--- config.mk ---
export PLATFORM = sky130hd
export DESIGN_NAME = costas_loop_filter
export DESIGN_NICKNAME = d
export VERILOG_FILES = /design/src/rtl/costas_loop_filter.sv
export SDC_FILE = /design/constraint.sdc
export NUM_CORES = 1
export LEC_CHECK = 0
export BUFFER_PORTS_ARGS = -buffer_cell sky130_fd_sc_hd__buf_2
export CAP_MARGIN = 0
export CORE_MARGIN = 1
export CORE_UTILIZATION = 45
export DETAILED_ROUTE_END_ITERATION = 10
export PLACE_DENSITY = 0.74
export SYNTH_ARGS = -nofsm -noshare
export SYNTH_HDL_FRONTEND = slang
export SYNTH_SLANG_ARGS = --single-unit
export TNS_END_PERCENT = 100
--- constraint.sdc ---
create_clock -name clk_32M768 -period 7.98 [get_ports clk_32M768]
set_clock_uncertainty 0.15 [all_clocks]
set_input_delay 1.197 -clock clk_32M768 [delete_from_list [all_inputs] [get_ports clk_32M768]]
set_output_delay 1.197 -clock clk_32M768 [all_outputs]
set_load 0.01 [all_outputs]
--- src/rtl/costas_loop_filter.sv ---
// Costas phase detector (BPSK/QPSK) feeding a saturating PI loop filter
// with a hysteretic lock indicator; output drives the NCO feedback port.
module costas_loop_filter #(
    parameter int DATA_WIDTH  = 12,
    parameter int ACC_WIDTH   = 24,
    parameter int OUT_WIDTH   = 16,
    parameter int LOCK_THRESH = 64,
    parameter int LOCK_COUNT  = 16
) (
    input  logic                  clk_32M768,
    input  logic                  rst_n_32M768,
    input  logic                  enable,
    input  logic                  mode,
    input  logic [3:0]            KP_SHIFT,
    input  logic [3:0]            KI_SHIFT,
    input  logic [DATA_WIDTH-1:0] i_tdata,
    input  logic [DATA_WIDTH-1:0] q_tdata,
    input  logic                  iq_tvalid,
    output logic [OUT_WIDTH-1:0]  feedback_tdata,
    output logic                  feedback_tvalid,
    output logic                  locked
);

    localparam int EW = DATA_WIDTH + 2;
    localparam int SH = ACC_WIDTH - EW;
    localparam int CW = $clog2(LOCK_COUNT + 1);

    localparam logic signed [ACC_WIDTH-1:0] ACC_MAX = {1'b0, {(ACC_WIDTH-1){1'b1}}};
    localparam logic signed [ACC_WIDTH-1:0] ACC_MIN = {1'b1, {(ACC_WIDTH-1){1'b0}}};
    localparam logic [CW-1:0] CNT_MAX  = CW'(LOCK_COUNT);
    localparam logic [CW-1:0] CNT_STEP = CW'(4);
    localparam logic [EW-1:0] THRESH   = EW'(LOCK_THRESH);

    function automatic logic signed [ACC_WIDTH-1:0] sat(
        input logic signed [ACC_WIDTH:0] x
    );
        if (x[ACC_WIDTH] != x[ACC_WIDTH-1])
            return x[ACC_WIDTH] ? ACC_MIN : ACC_MAX;
        return x[ACC_WIDTH-1:0];
    endfunction

    // Stage 1: phase detector, two guard bits make -(-2^(DW-1)) exact
    logic signed [EW-1:0] i_ext;
    logic signed [EW-1:0] q_ext;
    logic signed [EW-1:0] pd_a;
    logic signed [EW-1:0] pd_b;
    logic signed [EW-1:0] err_d;

    assign i_ext = {{2{i_tdata[DATA_WIDTH-1]}}, i_tdata};
    assign q_ext = {{2{q_tdata[DATA_WIDTH-1]}}, q_tdata};
    assign pd_a  = i_tdata[DATA_WIDTH-1] ? -q_ext : q_ext;
    assign pd_b  = q_tdata[DATA_WIDTH-1] ? -i_ext : i_ext;
    assign err_d = mode ? (pd_a - pd_b) : pd_a;

    logic signed [EW-1:0]        err_q;
    logic                        err_valid;
    logic signed [ACC_WIDTH-1:0] integ;
    logic [CW-1:0]               cnt;

    // Stage 2: PI filter on the error scaled to the accumulator MSBs
    logic signed [ACC_WIDTH-1:0] s_val;
    logic signed [ACC_WIDTH-1:0] prop;
    logic signed [ACC_WIDTH-1:0] inc;
    logic signed [ACC_WIDTH-1:0] integ_new;
    logic signed [ACC_WIDTH-1:0] sum;
    logic signed [ACC_WIDTH:0]   integ_ext;
    logic signed [ACC_WIDTH:0]   sum_ext;

    assign s_val     = {{SH{err_q[EW-1]}}, err_q} <<< SH;
    assign prop      = s_val >>> KP_SHIFT;
    assign inc       = s_val >>> KI_SHIFT;
    assign integ_ext = {integ[ACC_WIDTH-1], integ} + {inc[ACC_WIDTH-1], inc};
    assign integ_new = sat(integ_ext);
    assign sum_ext   = {integ_new[ACC_WIDTH-1], integ_new}
                     + {prop[ACC_WIDTH-1], prop};
    assign sum       = sat(sum_ext);

    logic unused_sum_lsb;
    assign unused_sum_lsb = ^sum[ACC_WIDTH-OUT_WIDTH-1:0];

    // Lock detector: fast decay (4) versus slow build (1) gives hysteresis
    logic [EW-1:0] err_mag;
    logic [CW-1:0] cnt_next;
    logic          locked_next;

    assign err_mag = err_q[EW-1] ? EW'(-err_q) : EW'(err_q);

    always_comb begin
        cnt_next    = cnt;
        locked_next = locked;
        if (err_mag < THRESH) begin
            if (cnt != CNT_MAX)
                cnt_next = cnt + 1'b1;
        end else begin
            if (cnt < CNT_STEP)
                cnt_next = '0;
            else
                cnt_next = cnt - CNT_STEP;
        end
        if (cnt_next == CNT_MAX)
            locked_next = 1'b1;
        else if (cnt_next == '0)
            locked_next = 1'b0;
    end

    always_ff @(posedge clk_32M768) begin
        if (!rst_n_32M768) begin
            err_q           <= '0;
            err_valid       <= 1'b0;
            integ           <= '0;
            cnt             <= '0;
            feedback_tdata  <= '0;
            feedback_tvalid <= 1'b0;
            locked          <= 1'b0;
        end else if (enable) begin
            err_valid       <= iq_tvalid;
            feedback_tvalid <= err_valid;
            if (iq_tvalid)
                err_q <= err_d;
            if (err_valid) begin
                integ          <= integ_new;
                feedback_tdata <= sum[ACC_WIDTH-1 -: OUT_WIDTH];
                cnt            <= cnt_next;
                locked         <= locked_next;
            end
        end
    end

endmodule

# == Word level (Yosys, flattened, before mapping) ==
# Cells that the tools add are included.
# op_classes
n_mul,0
div_mod_pow,0
n_eq_ne,4
mux,17
reduce_logical,5
addsub,8
n_lt_le_gt_ge,2
bitwise,0
shift,2
# op_table
cell,n
$mux W24,6
$mux W14,4
$add A24 B24 Y25,2
$sshr A24 B4 Y24,2
$neg A12 Y14,2
$mux W5,3
$lt A14 B7 Y1 const B,1
$neg A14 Y14,1
$sub A14 B14 Y14,1
$add A5 B1 Y5 const B,1
$eq A5 B5 Y1 const B,1
$logic_not A5 Y1,1
$lt A5 B3 Y1 const B,1
$ne A5 B5 Y1 const B,1
$sub A5 B3 Y5 const B,1
$mux W1,4
$reduce_and A2 Y1,2
$reduce_and A3 Y1,1
$ne A1 B1 Y1,2
$reduce_bool A2 Y1,1
# word_totals
ramBits,0
input_bits,37
elab_cells,45
ff_bits,62
output_inout_bits,18
mem_bits_ro,0
mem_count,0
latchBits,0

# == Logic depth before layout (Yosys ltp) ==
# Gate-level depths: netlist (run 1).
# logic_depth
word_depth,9
mapped_depth,31
depth_no_buf,29

# == Worst setup path before layout (run 1) ==
# Ideal clock, no wire load.
# synth_timing
path_kind,in2reg
startpoint,input port KI_SHIFT[1]
endpoint,register feedback_tdata[10]
arrival_time_ns,6.894
path_buffers,3
setup_time_ns,0.121
required_ns,7.709
path_stages,29
path_slack_ns,0.814
path_cell_list,clkbuf_1 mux2_2 nor2_1 a21oi_1 mux2_2 nand2_1 o21ai_0 ha_1 nand2_1 or3_4 a211oi_4 nand2b_1 a21oi_1 xnor2_1 nor2_1 buf_2 a21oi_1 ha_1 clkbuf_1 a21o_1 a21o_1 a21oi_1 o21ai_0 o21ai_0 o211ai_4 a2111oi_4 o22ai_4 nor2_4 a21oi_1
# synth_via
elab_chain_cells,9
word_cells_on_any_way,13
classes_between,add/sub (2); eq/ne (2); shift (1); mux (8)
# synth_lines
item,line,text
start: declaration,15,"input logic [3:0] KI_SHIFT,"
$sshr A24 B4 Y24 *,71,assign inc = s_val >>> KI_SHIFT;
$add A24 B24 Y25 *,72,"assign integ_ext = {integ[ACC_WIDTH-1], integ} + {inc[ACC_WIDTH-1], inc};"
$mux W24 / $ne A1 B1 Y1 (equally long branches),"38, 37",
$mux W24 / $mux W1 (equally long branches),37,if (x[ACC_WIDTH] != x[ACC_WIDTH-1])
$mux W24 *,39,return x[ACC_WIDTH-1:0];
via integ_new[9],64,logic signed [ACC_WIDTH-1:0] integ_new;
$add A24 B24 Y25 *,75,"+ {prop[ACC_WIDTH-1], prop};"
$mux W24 / $ne A1 B1 Y1 (equally long branches),"38, 37",
$mux W24 / $mux W1 (equally long branches),37,
$mux W24 *,39,
end signal: assignment,122,feedback_tdata <= sum[ACC_WIDTH-1 -: OUT_WIDTH];
end: declaration,19,"output logic [OUT_WIDTH-1:0] feedback_tdata,"
# Mark *: on every way through the listed nets, which the timed path passes. The rest lies on a longest branch. The select of a mux whose other input is x is not followed.
# A chain may end at the register's enable or synchronous reset.

# == Final worst setup path (run 1) ==
# Same ends and word-level chain as after synthesis.

==> metrics.md, run 1 <==
| Metric | Value |
|---|---|
| Starting density of the core | 0.464 |
| Filler cells | ~1,600 |
| Initial DRC count | 840 |
| Sequential area share after synthesis | 0.160 |
| Worst relative slew slack | 0.579 |
| R2R depth | 25 |
| Yosys top cell by area | dfxtp_1 |
| Origin of the critical flop-to-flop path | err_q[12]$_SDFFE_PN0P_ |
| Commonest non-fill, non-tap cells in the layout | 125 x a21oi_1, 120 x nand2_1, 114 x nor2_1, 103 x o21ai_0, 66 x ha_1 |
| Final Critical Period | roughly 7400 ps |
| Commonest non-fill, non-tap cell in the layout | a21oi_1 |
| F_max | around 130 MHz |
| RR Endpoint | feedback_tdata[10]$_SDFFE_PN0P_ |
| Maximum buffer depth of the clock tree | 2 |
| Hold Crit Start | feedback_tdata[1]$_SDFFE_PN0P_ |
| Worst Path Required | slightly above 8000 ps |
| Status | complete, no violations |
| Worst hold path type | flip-flop to flip-flop |
| Initial DRT Pass Iterations | 6 |
| Via density | ~6 |
| DIE AREA | between 15,000 and 20,000 sq um |
| Post-DP HPWL | approximately 17,000 microns |
| Port Buffers | between 50 and 60 |
| Avg Inst Size Synth | 7.06 sq um |
| Total track usage | 0.247 |
| Slew @ Worst Pin | 632 ps |
| Top_reg_cell synth | dfxtp_1 |
| Leakage power | 3.64 nW |
| Final hold violation count | 0 |
| H-tree depth | 3 |
| IO Pins | between 50 and 60 |
| Initial antenna violation count | 0 |
| Detail Route Antenna Nets | 0 |
| Max Cap Viol | 0 |
| Setup ws final | approximately 530 ps |
| Clk slew on worst S/H paths | roughly 60 ps |
| Pin count of the biggest net entering global routing | 52 |
| P per Cell Area | around 180 nW/um^2 |
| WL/cell | ~16 microns |
| Synth Net Count | ~1,200 |
| Max-slew violations | 0 |
| WS Path Type | input pin to flip-flop |
| Post-synth ARST share | 0 |
| Share of layout cells above drive strength 1 | 0.113 |
| Yosys top cell area share | 0.160 |
| Die width | 133 microns |
| Area contributors post-synth | dfxtp_1 16%, ha_1 11%, a21oi_1 8.1%, o21ai_0 6.7%, nand2_1 5.9% |
| CTS Buf Count | 9 |
| P&R area growth vs syn | 8.78% |
| First-pass GRT wire length | around 35,000 microns |
| Rows | between 40 and 50 |
| Setup crit end kind | flip-flop |
| Worst-path fanout max | 20 |
| Place WS | -58.4 ps |
| Die Y | 133 microns |
| Hold Crit Depth | 2 |
| Post-Route WL | about 22,000 microns |
| Antenna cells | 0 |
| Yosys reg bits | 62 |
| Post-synth design cell area | ~7700 sq um |
| Worst IR Drop VDD | 0.115 mV |
| Post-synth EDFFs | 0 |
| Warning count from the yosys run | 0 |
| Vias in the first global route | 7,209 |
| CP Data Arrival Time | 7530 ps |
| R2R Setup Slk | roughly 1300 ps |
| RSZ-0062 raised after global routing | false |
| Post-route DRC violation count | 0 |
| # clock sinks | 62 |
| Root buffer selected by CTS | clkbuf_16 |
| Final Util | 0.505 |
| Synthesized instance count | around 1,100 |
| Skew-Pair Late Insertion Delay | between 300 and 400 ps |
| Worst hold path endpoint | feedback_tdata[1]$_SDFFE_PN0P_ |
| Crit share post-route | 0.933 |
| Synth cell types | 75 |
| Core area | 16,700 sq um |
| Nets | about 1,200 |
| GPL Wtd Cong | 1.02 |
| Vias | between 7,000 and 8,000 |
| Grt total ovfl | 0 |
| Crit start category | input pin |
| # setup viols final | 0 |
| CTS tree | done |
[sequential cells by signal, indices dropped and copies added (netlist names)]
register	cells
integ	24
err_valid	1
feedback_tdata	16
feedback_tvalid	1
err_q	14
locked	1
cnt	5
[routing by layer]
metal,up-vias,GRT usage,wire [microns]
li1,3987,-,-
met1,3630,0.338,10100
met2,315,0.383,9330
met3,45,0.0377,1390
met4,0,0.115,733
met5,-,0,0
[stage by stage]
stage	hold WS [ps]	cell area, sq um	instances	total power [mW]	TNS [ps]
finish	306	8430	1331	1.49	0
global route	335	8430	1331	1.58	0
CTS	311	8410	1331	1.48	0
detailed placement	303	8090	1315	1.04	-413
global placement	302	8090	1315	1.03	0
floorplan	290	7750	1098	0.882	0
[how the worst max path moves through the flow]
| stage | startpoint | endpoint | depth (start not counted) |
|---|---|---|---|
| after floorplan | KI_SHIFT[1] | feedback_tdata[10]$_SDFFE_PN0P_ | 29 |
| after global placement | KI_SHIFT[1] | feedback_tdata[6]$_SDFFE_PN0P_ | 25 |
| after detailed placement | KI_SHIFT[1] | feedback_tdata[14]$_SDFFE_PN0P_ | 26 |
| after CTS | KI_SHIFT[1] | feedback_tdata[14]$_SDFFE_PN0P_ | 26 |
| after global routing | KI_SHIFT[1] | feedback_tdata[12]$_SDFFE_PN0P_ | 27 |
| final | KI_SHIFT[1] | feedback_tdata[10]$_SDFFE_PN0P_ | 27 |
[critical path, stage by stage]
cell       delay, ps
buf_2            330
mux2_2           390
o21ai_0          190
o21ai_0          150
mux2_2           300
ha_1             390
and4_1           290
nand4_1          170
a211oi_4         360
nand2b_1         200
a21oi_1          110
xnor2_2          320
nand2_2          270
buf_4            240
a21oi_1          390
ha_1             380
a21oi_1          160
nor2b_1           60
o21ai_0          170
nand2b_1         120
a21o_1           190
a21oi_1          150
nor2_1            90
a2111oi_4        430
o22ai_4          200
nor2_4           190
a21oi_1           90
[where the power goes]
group	leakage (nW)	total (mW)	switching (mW)	internal [mW]
Combinational	2.98	0.709	0.428	0.281
Clock	0.156	0.436	0.161	0.274
Sequential	0.506	0.346	0.0194	0.326
Total	3.64	1.49	0.609	0.881
[cells in the mapped netlist, types with 12 or more instances]
cell,count
o21ai_0,103
nor2_1,115
nand2_1,122
nand3_1,24
nand2b_1,18
inv_1,32
xor2_1,24
nor3_1,35
a31oi_1,12
dfxtp_1,62
a211oi_1,15
ha_1,66
mux2i_1,29
mux2_2,19
nor2b_1,17
a21oi_1,125
xnor2_1,36
clkbuf_1,47
a21o_1,26
[cell families (layout without fill, tap and decap cells)]
group,Yosys count,after routing,synth area share
compound gates,359,359,0.287
xor+xnor,60,60,0.0678
fa+ha+maj,72,72,0.117
buf+inv,100,113,0.0507
flops,62,62,0.160
mux,53,53,0.0796
simple gates,392,392,0.238
[timing repair]
action | 4_1_cts | 5_1_grt
hold buffers | 0 | 0
setup endpoints to repair | 0 | 16
gates resized for setup | 0 | 5
buffers inserted | 0 | 0
[cell type report]
type                       instances  area, sq um  share of cell area
clock buffer                       9          225              0.0267
clock inverter                     7         95.1              0.0113
inverter                          36          135              0.0160
multi-input combinational        936         6140               0.728
sequential                        62         1240               0.147
tap                              220          275              0.0327
timing repair buffer              61          323              0.0383
Note: power is estimated with default switching activity, not from simulation.
==> run 2, diff against run 1 <==
Settings changed: ABC_AREA from default to 1.
==> run 2 against run 1 <==
Compared with the run above: combinational power down 2%; worst setup slack better by 830 ps; clock power down 7.8%; power down 3.3%; register-to-register slack better by 700 ps; utilization up 0.20 points; synthesized cell count up 21%; critical path depth up 7; sequential share of layout area down 0.11 points; largest cell class unchanged.
==> metrics.md, run 2 <==
| Metric | Value |
|---|---|
| Final Util | 0.507 |
| Slowest CP cell | nor4_1 |
| Synth Net Count | ~1,400 |
| Post-CTS setup buffers | 0 |
| Post-route DRC violation count | 0 |
| # setup viols final | 0 |
| Total track usage | 0.247 |
| Die Y | approximately 130 microns |
| DIE AREA | around 18,000 sq um |
| Antenna cells | 0 |
| Avg Inst Size Synth | 5.89 sq um |
| Setup crit end kind | flip-flop |
| F_max | roughly 150 MHz |
| IO Pins | 55 |
| Crit path from | KI_SHIFT[0] |
| Slew @ Worst Pin | 1090 ps |
| Sequential area share after synthesis | 0.159 |
| Commonest non-fill, non-tap cells in the layout | 334 x nand2_1, 174 x o21ai_0, 167 x inv_1, 129 x nor2_1, 101 x a21oi_1 |
| CTS tree | done |
| Post-synth design cell area | 7830 sq um |
| Yosys top cell area share | 0.160 |
| Pin count of the biggest net entering global routing | between 40 and 50 |
| Worst IR Drop VDD | ~0.14 mV |
| Vias in the first global route | between 7,000 and 8,000 |
| Yosys top cell by area | nand2_1 |
| Skew-Pair Late Insertion Delay | roughly 340 ps |
| Max-slew violations | 0 |
| Most numerous cell in the Yosys netlist | nand2_1 |
| Number of flip-flops in the largest register | 24 |
| Grt total ovfl | 0 |
| Worst relative slew slack | 0.272 |
| Post-DP HPWL | 17,200 microns |
| R2R depth | 32 |
| Share of layout cells above drive strength 1 | 0.0844 |
| Root buffer selected by CTS | clkbuf_16 |
| # clock sinks | 62 |
| Crit start category | input pin |
| Status | complete, no violations |
| WL/cell | 13.6 microns |
| First-pass GRT wire length | roughly 36,000 microns |
| Worst-path fanout max | 27 |
| Crit share post-route | 0.829 |
| Post-CTS resize count | 0 |
| Synth cell types | 48 |
| Vias | 8,302 |
| Worst Path Required | around 8000 ps |
| Detail Route Antenna Nets | 0 |
| Maximum buffer depth of the clock tree | 2 |
| Post-synth EDFFs | 0 |
| Final hold violation count | 0 |
| Initial antenna violation count | 0 |
| P&R area growth vs syn | 8.54% |
| Final setup TNS | 0 ps |
| Worst path max stage delay | 440 ps |
| Via density | around 5.3 |
| Initial DRT Pass Iterations | 5 |
| Hold Crit Depth | 2 |
| Yosys reg bits | a little over 60 |
| GPL Wtd Cong | around 1 |
| Origin of the critical flop-to-flop path | err_q[0]$_SDFFE_PN0P_ |
| Core area | approximately 17,000 sq um |
| Warning count from the yosys run | 0 |
| Nets | 1,451 |
| Top_reg_cell synth | dfxtp_1 |
| Hold Crit Start | err_valid$_SDFFE_PN0P_ |
| Most common cell on crit path | nand2_1 |
| P per Cell Area | around 170 nW/um^2 |
| R2R Setup Slk | approximately 2000 ps |
| Leakage power | 4.42 nW |
| Clk slew on worst S/H paths | roughly 50 ps |
| CP Data Arrival Time | between 6000 and 7000 ps |
| Rows | 47 |
| Worst hold path type | flip-flop to flip-flop |
| Commonest non-fill, non-tap cell in the layout | nand2_1 |
| Starting density of the core | 0.467 |
| Synth cell count leaders | 334 x nand2_1, 174 x o21ai_0, 167 x inv_1, 129 x nor2_1, 101 x a21oi_1 |
| Hold_ws | a little over 300 ps |
| WS Path Type | input pin to flip-flop |
| Post-synth ARST share | 0 |
| Largest Register | integ |
| Post-Route WL | 21,400 microns |
| Top Registers | integ x24, feedback_tdata x16, err_q x14 |
| Die width | roughly 130 microns |
| Initial DRC count | a little over 600 |
| RR Endpoint | feedback_tdata[5]$_SDFFE_PN0P_ |
| Worst hold path endpoint | err_valid$_SDFFE_PN0P_ |
| Max Cap Viol | 0 |
| Port Buffers | 54 |
| H-tree depth | 3 |
| Area contributors post-synth | nand2_1 16%, dfxtp_1 16%, o21ai_0 11%, ha_1 11%, inv_1 8.0% |
| Final Critical Period | approximately 6600 ps |
| CTS Hold Buffers Added | 0 |
| RSZ-0062 raised after global routing | false |
| CTS Buf Count | 9 |
| Synthesized instance count | 1,328 |
## run 2: cell count changes after synthesis, moves of 13 or more
cell,delta
o21ai_0,+71
a21oi_1,-24
nor2b_1,-17
mux2_2,-19
nor3_1,-23
nand2_2,+13
mux2i_1,-14
nand2b_1,-18
inv_1,+135
a21o_1,-23
nand2_1,+212
nor2_1,+14
## run 2: critical path: cells and delay by family
family                   cells  cell delay, ps
AND/OR/NAND/NOR             18            2330
XOR/XNOR                     1             190
AO/OA/AOI/OAI                9            1770
buffers and inverters        3             430
adder cells (fa/ha/maj)      3             770
## run 2: how the worst max path moves through the flow
stage                                                  to  slack, ps  depth (start not counted)
after floorplan           feedback_tdata[13]$_SDFFE_PN0P_       1940                         35
after global placement    feedback_tdata[11]$_SDFFE_PN0P_       1140                         34
after detailed placement   feedback_tdata[8]$_SDFFE_PN0P_       1080                         34
after CTS                  feedback_tdata[5]$_SDFFE_PN0P_       1420                         34
after global routing      feedback_tdata[11]$_SDFFE_PN0P_        720                         33
final                      feedback_tdata[5]$_SDFFE_PN0P_       1360                         34
## run 2: kinds of logic after synthesis
group,count (synthesis),share of synthesized area
XOR/XNOR,55,0.0616
flip-flops,62,0.159
buffers and inverters,223,0.109
adder cells (fa/ha/maj),68,0.111
AND/OR/NAND/NOR,566,0.302
multiplexers,15,0.0192
AO/OA/AOI/OAI,339,0.238
## run 2: stage by stage
step / instance area, sq um / worst slack, ps / std cells / power (mW)
after floorplan: 7830 / 1940 / 1328 / 0.869
after global placement: 8180 / 1140 / 1555 / 1.02
after detailed placement: 8180 / 1080 / 1555 / 1.03
after CTS: 8490 / 1420 / 1571 / 1.43
after global routing: 8490 / 724 / 1571 / 1.55
final: 8490 / 1360 / 1571 / 1.44
## run 2: power breakdown
group | leakage (nW) | total (mW) | switching (mW) | internal, mW
combinational | 3.78 | 0.698 | 0.461 | 0.237
clock | 0.144 | 0.402 | 0.144 | 0.258
sequential | 0.506 | 0.341 | 0.0147 | 0.327
## run 2: layout make-up
cell class	count	area [sq um]
repair buffers	56	285
multi-input cells	1043	5730
inverters	174	653
clock buffers	11	253
flip-flops and latches	62	1240
clock inverters	5	57.6
fillers	1710	8270
well taps	220	275
## run 2: per-layer routing
metal	track usage	vias up	share of wire
met5	0	-	0
li1	-	4407	-
met2	0.385	246	0.43
met1	0.337	3599	0.49
met4	0.109	0	0.036
met3	0.0348	50	0.047
